$ cat src/rtl/io_arbiter.sv
// rtl/io_arbiter.sv - round-robin two-requester arbiter and setup/strobe/done I/O bus sequencer
module io_arbiter #(
  parameter int STROBE_CYCLES = 2
) (
  input  logic       clk,
  input  logic       rst_n,
  input  logic       a_req,
  input  logic       a_we,
  input  logic [7:0] a_addr,
  input  logic [7:0] a_wdata,
  output logic       a_ack,
  output logic       a_err,
  output logic [7:0] a_rdata,
  input  logic       b_req,
  input  logic       b_we,
  input  logic [7:0] b_addr,
  input  logic [7:0] b_wdata,
  output logic       b_ack,
  output logic       b_err,
  output logic [7:0] b_rdata,
  output logic [7:0] io_addr,
  output logic       io_RE,
  output logic       io_WE,
  output logic [7:0] io_Din,
  input  logic [7:0] io_Dout,
  output logic       busy
);

  typedef enum logic [1:0] {IDLE, SETUP, STROBE, DONE} state_t;

  localparam logic [3:0] LAST_CNT = 4'(STROBE_CYCLES - 1);

  state_t     state, state_nx;
  logic [3:0] cnt, cnt_nx;
  logic       owner, owner_nx;        // 0 = A, 1 = B
  logic       last_gnt, last_gnt_nx;  // 0 = A, 1 = B
  logic       we_q, we_nx;

  logic [7:0] io_addr_nx, io_din_nx, a_rdata_nx, b_rdata_nx;
  logic       io_re_nx, io_we_nx, a_ack_nx, b_ack_nx, a_err_nx, b_err_nx, busy_nx;

  logic       gnt_b, gnt_we;
  logic [7:0] gnt_addr, gnt_wdata;

  always_comb begin
    gnt_b     = (a_req && b_req) ? ~last_gnt : b_req;
    gnt_we    = gnt_b ? b_we : a_we;
    gnt_addr  = gnt_b ? b_addr : a_addr;
    gnt_wdata = gnt_b ? b_wdata : a_wdata;
  end

  always_comb begin
    state_nx    = state;
    cnt_nx      = cnt;
    owner_nx    = owner;
    last_gnt_nx = last_gnt;
    we_nx       = we_q;
    io_addr_nx  = io_addr;
    io_din_nx   = io_Din;
    io_re_nx    = 1'b0;
    io_we_nx    = 1'b0;
    a_ack_nx    = 1'b0;
    b_ack_nx    = 1'b0;
    a_err_nx    = 1'b0;
    b_err_nx    = 1'b0;
    a_rdata_nx  = a_rdata;
    b_rdata_nx  = b_rdata;

    case (state)
      IDLE: begin
        if (a_req || b_req) begin
          owner_nx    = gnt_b;
          last_gnt_nx = gnt_b;
          we_nx       = gnt_we;
          if (gnt_addr > 8'h07) begin
            // Rejected addresses skip the bus entirely and complete next cycle.
            state_nx = DONE;
            a_ack_nx = ~gnt_b;
            b_ack_nx = gnt_b;
            a_err_nx = ~gnt_b;
            b_err_nx = gnt_b;
          end else begin
            state_nx   = SETUP;
            io_addr_nx = gnt_addr;
            io_din_nx  = gnt_wdata;
          end
        end
      end

      SETUP: begin
        state_nx = STROBE;
        cnt_nx   = 4'd0;
        io_re_nx = ~we_q;
        io_we_nx = we_q;
      end

      STROBE: begin
        cnt_nx = cnt + 4'd1;
        if (cnt == LAST_CNT) begin
          state_nx = DONE;
          a_ack_nx = ~owner;
          b_ack_nx = owner;
          if (!we_q) begin
            if (owner) b_rdata_nx = io_Dout;
            else       a_rdata_nx = io_Dout;
          end
        end else begin
          io_re_nx = ~we_q;
          io_we_nx = we_q;
        end
      end

      DONE: begin
        state_nx = IDLE;
      end

      default: begin
        state_nx = IDLE;
      end
    endcase

    busy_nx = (state_nx != IDLE);
  end

  always_ff @(posedge clk) begin
    if (!rst_n) begin
      state    <= IDLE;
      cnt      <= 4'd0;
      owner    <= 1'b0;
      last_gnt <= 1'b1;
      we_q     <= 1'b0;
      io_addr  <= 8'h00;
      io_Din   <= 8'h00;
      io_RE    <= 1'b0;
      io_WE    <= 1'b0;
      a_ack    <= 1'b0;
      b_ack    <= 1'b0;
      a_err    <= 1'b0;
      b_err    <= 1'b0;
      a_rdata  <= 8'h00;
      b_rdata  <= 8'h00;
      busy     <= 1'b0;
    end else begin
      state    <= state_nx;
      cnt      <= cnt_nx;
      owner    <= owner_nx;
      last_gnt <= last_gnt_nx;
      we_q     <= we_nx;
      io_addr  <= io_addr_nx;
      io_Din   <= io_din_nx;
      io_RE    <= io_re_nx;
      io_WE    <= io_we_nx;
      a_ack    <= a_ack_nx;
      b_ack    <= b_ack_nx;
      a_err    <= a_err_nx;
      b_err    <= b_err_nx;
      a_rdata  <= a_rdata_nx;
      b_rdata  <= b_rdata_nx;
      busy     <= busy_nx;
    end
  end

endmodule

$ cat config.mk
export PLATFORM = sky130hd
export DESIGN_NAME = io_arbiter
export DESIGN_NICKNAME = d
export VERILOG_FILES = /design/src/rtl/io_arbiter.sv
export SDC_FILE = /design/constraint.sdc
export NUM_CORES = 1
export LEC_CHECK = 0
export CORE_MARGIN = 10
export CORE_UTILIZATION = 42
export DETAILED_ROUTE_END_ITERATION = 12
export GPL_ROUTABILITY_DRIVEN = 0
export GPL_TIMING_DRIVEN = 0
export MAX_ROUTING_LAYER = met4
export PLACE_DENSITY = 0.79
export SLEW_MARGIN = 20
export SYNTH_ARGS = -nofsm -noshare
export SYNTH_HDL_FRONTEND = slang
export SYNTH_SLANG_ARGS = --single-unit
$ cat constraint.sdc
create_clock -name clk -period 2.37 [get_ports clk]
set_clock_uncertainty 0.1 [all_clocks]
set_input_delay 0.3555 -clock clk [delete_from_list [all_inputs] [get_ports clk]]
set_output_delay 0.3555 -clock clk [all_outputs]
set_load 0.01 [all_outputs]
==> results.sh, run 1 <==
export IMPL_ys_types=36
export IMPL_insertedDiodeCount=0
export IMPL_synth_seq_area_share_pct=46.5
export IMPL_fp_row_count=25
export IMPL_fin_crit_ns=2.16
export IMPL_numCtsBuffers=5
export IMPL_grt_usage_pct=13.1
export IMPL_grt_pass1_vias=1815
export IMPL_syn_area_per_cell_um2=9.69
export IMPL_cp_required_ns=2.50
export IMPL_dieArea_mm2=0.00812
export IMPL_start_util_pct=43.4
export IMPL_overflow=0
export IMPL_via_per_inst=4.74
export IMPL_fin_crit_sh_pct=91.3
export IMPL_drv_cap=0
export IMPL_wl_met1_um=2430
export IMPL_drc=0
export IMPL_yosys_area_share_simple_pct=20.4
export IMPL_ys_warn_count=0
export IMPL_cp_data_arrival_time_ns=2.30
export IMPL_final_common_cell="clkdlybuf4s50_1"
export IMPL_die_w_um=90.1
export IMPL_nets=354
export IMPL_clk_pin_slew_ns=0.08
export IMPL_cts_tree="built"
export IMPL_ir_drop_v=0.000322
export IMPL_grt_max_degree=15
export IMPL_rr_worst_depth=8
export IMPL_min_path_cells=2
export IMPL_worstPathMaxFanout=10
export IMPL_p_per_area_mw_per_mm2=650
export IMPL_ant_nets=0
export IMPL_coreArea_mm2=0.00475
export IMPL_async_flop_share_pct=0
export IMPL_met3WireLength_um=367
export IMPL_area_growth_pct=48.7
export IMPL_die_y_um=90.1
export IMPL_synth_top_family_by_area="simple AND/OR/NAND/NOR gates"
export IMPL_drt_total_wl_um=5340
export IMPL_critPathMaxStageDelay_ns=0.37
export IMPL_synth_compound_area_share_pct=6.24
export IMPL_cp_slowest_cell="dfxtp_1"
export IMPL_grt_pass1_wl_um=8660
export IMPL_stdcell_count=370
export IMPL_hpwlAfterDp_um=4260
export IMPL_finalHoldViolations=0
export IMPL_final_cell_mix="83 x clkdlybuf4s50_1, 53 x nand2_1, 48 x dfxtp_1, 29 x mux2i_1, 11 x mux2_2"
export IMPL_cts_buffer_depth=2
export IMPL_tns_ns=0
export IMPL_synth_edf_count=0
export IMPL_cts_max_level=2
export IMPL_drv_slew=0
export IMPL_drt_iter0_markers=55
export IMPL_path_cells="inv_1 > ha_1 > clkbuf_1 > o21ai_1 > nor4_2 > a31oi_4 > buf_6 > mux2i_1"
export IMPL_cts_hold_buffers=0
export IMPL_rsz0062_at_grt="no"
export IMPL_place_inst=363
export IMPL_synth_main_ff_cell="dfxtp_1"
export IMPL_dr_max_layer_used="met4"
export IMPL_syn_instance_count=213
export IMPL_max_slew_margin_rel_pct=62.9
export IMPL_port_buffers=83
export IMPL_drt_pass1_iterations=4
export IMPL_layout_drive_gt1_share_pct=9.90
export IMPL_synth_fa_ha_area_share_pct=3.03
export IMPL_cp_start_kind="flip-flop"
export IMPL_io_pin_count=85
export IMPL_cts_sinks=48
export IMPL_clock_latency_ns=0.30
export IMPL_cts_root_buf="clkbuf_8"
export IMPL_syn_area_mm2=0.00206
export IMPL_hp_class="input port to flip-flop"
export IMPL_fmax_mhz=462
export IMPL_antenna_found_initial=0
export IMPL_vias=1752
export IMPL_ys_ff_latch=48
export IMPL_wire_per_inst_um=14.4
export IMPL_synth_xor_area_share_pct=0
export IMPL_endpoint_kind="flip-flop"
export IMPL_leakagePower_nw=1.25
export IMPL_synthesis_nets=264
export IMPL_worst_pin_slew_ns=0.555
export IMPL_status="finished, final reports clean"
export IMPL_final_setup_viol_count=0
export IMPL_synthMuxAreaShare_pct=20.1
export IMPL_timing_worst_setup_path_type="flip-flop to flip-flop"
export IMPL_wl_met2_um=2500
## where the power goes
group          switching [mW]  leakage (nW)  internal (mW)
clock                   0.262        0.0400          0.200
sequential             0.0499         0.389          0.880
combinational           0.299         0.824          0.303
total                   0.611          1.25           1.38
## synth_stat cells (2+ instances only)
master	instances	area, um^2
nand2_1	53	199
buf_6	2	22.5
inv_1	5	18.8
mux2_2	11	124
and3_1	7	43.8
o22ai_1	2	12.5
nor2_1	3	11.3
dfxtp_1	48	961
o21a_1	2	15.0
o21ai_0	4	20.0
nor3b_1	3	22.5
nor3_1	3	15.0
clkbuf_1	8	30.0
a21oi_1	3	15.0
ha_1	5	62.6
a21boi_0	3	22.5
mux2i_1	29	290
and2_1	4	25.0
## per-stage QoR
stage          utilization [%]  area (um^2)  power (mW)  hold WS (ns)  setup slack [ns]
4_1_cts                   64.4         3060        2.00         0.306             0.133
6_report                  64.6         3070        1.99         0.304             0.206
2_1_floorplan                -         2060        1.30         0.379             0.457
3_3_place_gp              62.7         2980        1.53         0.342           0.00769
5_1_grt                   64.6         3070        2.10         0.340            0.0209
3_5_place_dp              62.7         2980        1.54         0.352           -0.0330
## repair_timing
| action | 4_1_cts | 5_1_grt |
|---|---|---|
| gates resized for setup | 0 | 1 |
| setup buffers | 0 | 0 |
| endpoints found under the setup margin | 0 | 10 |
## logic make-up (layout without fill, tap and decap cells)
kind of cell,after synthesis,count (layout)
AOI/OAI and AO/OA,19,19
adders and majority gates,5,5
buffers and inverters,16,106
DFF,48,48
muxes,40,40
and+or+nand+nor,85,85
## per-layer routing
metal / vias up / global-route usage [%]
met4: 0 / 3.71
met1: 779 / 14.5
met2: 62 / 21.7
met5: - / -
li1: 906 / -
met3: 5 / 4.82
## critical path: cells and delay by family (launching register included)
family / cells / cell delay, ns
compound gates: 2 / 0.63
mux: 1 / 0.19
fa+ha+maj: 1 / 0.18
simple gates: 1 / 0.10
flops: 1 / 0.37
buf+inv: 3 / 0.50
## flip-flops by register name, indices dropped and copies added, names as in the netlist, 2 cells and up
name     flops
a_rdata      8
b_rdata      8
cnt          4
io_Din       8
io_addr      8
state        2
## worst paths after layout
kind                              endpoint  slack, ns       start
worst max-delay path            io_addr[1]       0.21    state[1]
worst min-delay path              last_gnt       0.30       rst_n
worst max register to register  io_addr[1]       0.21    state[1]
worst min register to register  b_rdata[4]       0.36  b_rdata[4]
## final cells by class
type | count | area, um^2
sequential | 48 | 961
clock inverter | 2 | 12.5
fill | 426 | 1690
inverter | 5 | 18.8
tap | 67 | 83.8
multi-input combinational | 149 | 1040
buffer | 11 | 57.6
timing repair buffer | 83 | 831
clock buffer | 5 | 68.8
Power figures use the tool's default switching activity.
==> run 2: changes to the inputs <==
--- a/config.mk
+++ b/config.mk
@@ -6,12 +6,13 @@
 export NUM_CORES = 1
 export LEC_CHECK = 0
 export CORE_MARGIN = 10
-export CORE_UTILIZATION = 42
+export CORE_UTILIZATION = 61
 export DETAILED_ROUTE_END_ITERATION = 12
+export DONT_BUFFER_PORTS = 1
 export GPL_ROUTABILITY_DRIVEN = 0
 export GPL_TIMING_DRIVEN = 0
 export MAX_ROUTING_LAYER = met4
-export PLACE_DENSITY = 0.79
+export PLACE_DENSITY = 0.77
 export SLEW_MARGIN = 20
 export SYNTH_ARGS = -nofsm -noshare
 export SYNTH_HDL_FRONTEND = slang
==> run 2 against run 1 <==
Sequential share of layout area grew 12 points. Register-to-register slack gained 0.07 ns. Final cell count down 28%. Clock power increased by 7.8%. Sequential cell count is the same. Combinational power fell by 26%. Via count is 13% lower. Worst setup slack improved by 0.065 ns. Maximum frequency is 3.1% higher. Core utilization rose by 2.2 points. Sequential power is 2.9% higher. Critical path type unchanged. Critical endpoint is now io_Din[4].
==> results.sh, run 2 (synthesis gave the netlist of run 1 again) <==
export IMPL_clock_latency_ns=0.38
export IMPL_status="finished, final reports clean"
export IMPL_cts_max_level=2
export IMPL_min_path_cells=2
export IMPL_fin_ws_ns=0.272
export IMPL_cts_root_buf="clkbuf_4"
export IMPL_finalHoldViolations=0
export IMPL_max_slew_margin_rel_pct=63.9
export IMPL_final_setup_viol_count=0
export IMPL_fmax_mhz=477
export IMPL_fin_crit_sh_pct=88.5
export IMPL_pre_cts_ws_ns=0.113
export IMPL_port_buffers=0
export IMPL_io_pin_count=85
export IMPL_dpl_cell_area_mm2=0.00212
export IMPL_tns_ns=0
export IMPL_rsz0062_at_grt="no"
export IMPL_worstPathMaxFanout=10
export IMPL_reg2reg_to="io_Din[4]"
export IMPL_grt_max_degree=17
export IMPL_layout_drive_gt1_share_pct=14.1
export IMPL_cts_hold_buffers=0
export IMPL_cp_required_ns=2.58
export IMPL_drc=0
export IMPL_insertedDiodeCount=0
export IMPL_final_common_cell="nand2_1"
export IMPL_antenna_found_initial=0
export IMPL_drt_iter0_markers=111
export IMPL_grt_usage_pct=17.0
export IMPL_hpwlAfterDp_um=3970
export IMPL_whs_endpoint="b_rdata[2]"
export IMPL_ant_nets=0
export IMPL_fp_row_count=21
export IMPL_coreArea_mm2=0.00331
export IMPL_start_util_pct=62.4
export IMPL_drt_total_wl_um=5090
export IMPL_ir_drop_v=0.000557
export IMPL_grt_pass1_wl_um=8110
export IMPL_via_per_inst=5.73
export IMPL_rr_worst_depth=7
export IMPL_grt_pass1_vias=1632
export IMPL_cp_slowest_cell="dfxtp_1"
export IMPL_reg2reg_slack_ns=0.27
export IMPL_vias=1524
export IMPL_final_cell_mix="53 x nand2_1, 48 x dfxtp_1, 29 x mux2i_1, 11 x mux2_2"
export IMPL_leakagePower_nw=0.948
export IMPL_cts_sinks=48
export IMPL_timing_worst_setup_path_type="flip-flop to flip-flop"
export IMPL_worst_pin_slew_ns=0.539
export IMPL_nets=270
export IMPL_critPathMaxStageDelay_ns=0.37
export IMPL_numCtsBuffers=5
export IMPL_die_y_um=78.2
export IMPL_reg2reg_from="state[0]"
export IMPL_clk_pin_slew_ns=0.15
export IMPL_design_area_mm2=0.00221
export IMPL_p_per_area_mw_per_mm2=859
export IMPL_endpoint_kind="flip-flop"
export IMPL_overflow=0
export IMPL_fillers=285
export IMPL_dieArea_mm2=0.00611
export IMPL_cts_tree="built"
export IMPL_drt_pass1_iterations=4
export IMPL_path_cells="inv_1 > ha_1 > o21ai_1 > nor4_2 > a31oi_4 > buf_6 > mux2i_1"
export IMPL_hold_start="io_Dout[2]"
export IMPL_cts_buffer_depth=2
export IMPL_area_growth_pct=7.09
export IMPL_cp_start_kind="flip-flop"
export IMPL_utilization_pct=66.8
export IMPL_cp_data_arrival_time_ns=2.31
export IMPL_die_w_um=78.2
export IMPL_drv_cap=0
export IMPL_drv_slew=0
export IMPL_wire_per_inst_um=19.2
export IMPL_post_cts_buffers=0
export IMPL_fin_crit_ns=2.10
export IMPL_hp_class="input port to flip-flop"
-- run 2: layout make-up --
class | instances | area [um^2] | area share (%)
Buffer | 10 | 53.8 | 2.43
Clock inverter | 3 | 46.3 | 2.09
Sequential cell | 48 | 961 | 43.5
Clock buffer | 5 | 37.5 | 1.70
Inverter | 5 | 18.8 | 0.849
Tap cell | 46 | 57.6 | 2.60
Multi-Input combinational cell | 149 | 1040 | 46.9
-- run 2: worst max-delay path: cells and delay by family, from the launching register on --
kind | cells | cell delay [ns]
compound gates | 2 | 0.62
simple gates | 1 | 0.11
buf+inv | 2 | 0.30
flops | 1 | 0.37
fa+ha+maj | 1 | 0.33
mux | 1 | 0.20
-- run 2: how the worst max path moves through the flow --
stage	start	end	cells past startpoint
detailed placement	state[0]	io_Din[4]	8
global route	state[0]	io_Din[4]	7
global placement	state[0]	io_Din[2]	8
finish	state[0]	io_Din[4]	7
floorplan	cnt[0]	b_rdata[0]	6
CTS	state[0]	io_Din[4]	8
-- run 2: per-layer routing --
metal | vias to the layer above | part of all wire (%) | global-route usage [%]
met5 | - | 0 | -
met2 | 71 | 52 | 27.9
met1 | 714 | 38 | 18.0
li1 | 731 | - | -
met4 | 0 | 1.7 | 6.27
met3 | 8 | 8.8 | 7.18
-- run 2: power breakdown --
group	total [mW]	internal, mW	switching [mW]
logic	0.444	0.182	0.262
registers	0.957	0.881	0.0759
clock network	0.498	0.225	0.273
total	1.90	1.29	0.611
-- run 2: stage by stage --
step / hold slack (ns) / std cells / power [mW]
final: 0.0192 / 266 / 1.90
after global routing: 0.00349 / 266 / 2.00
after CTS: 0.0182 / 267 / 1.90
after detailed placement: 0.409 / 259 / 1.41
after global placement: 0.399 / 259 / 1.38
after floorplan: 0.379 / 213 / 1.30
-- run 2: what timing repair did --
item,in CTS,in global routing
endpoints found under the hold margin,0,0
gates resized for setup,0,1
endpoints found under the setup margin,0,10
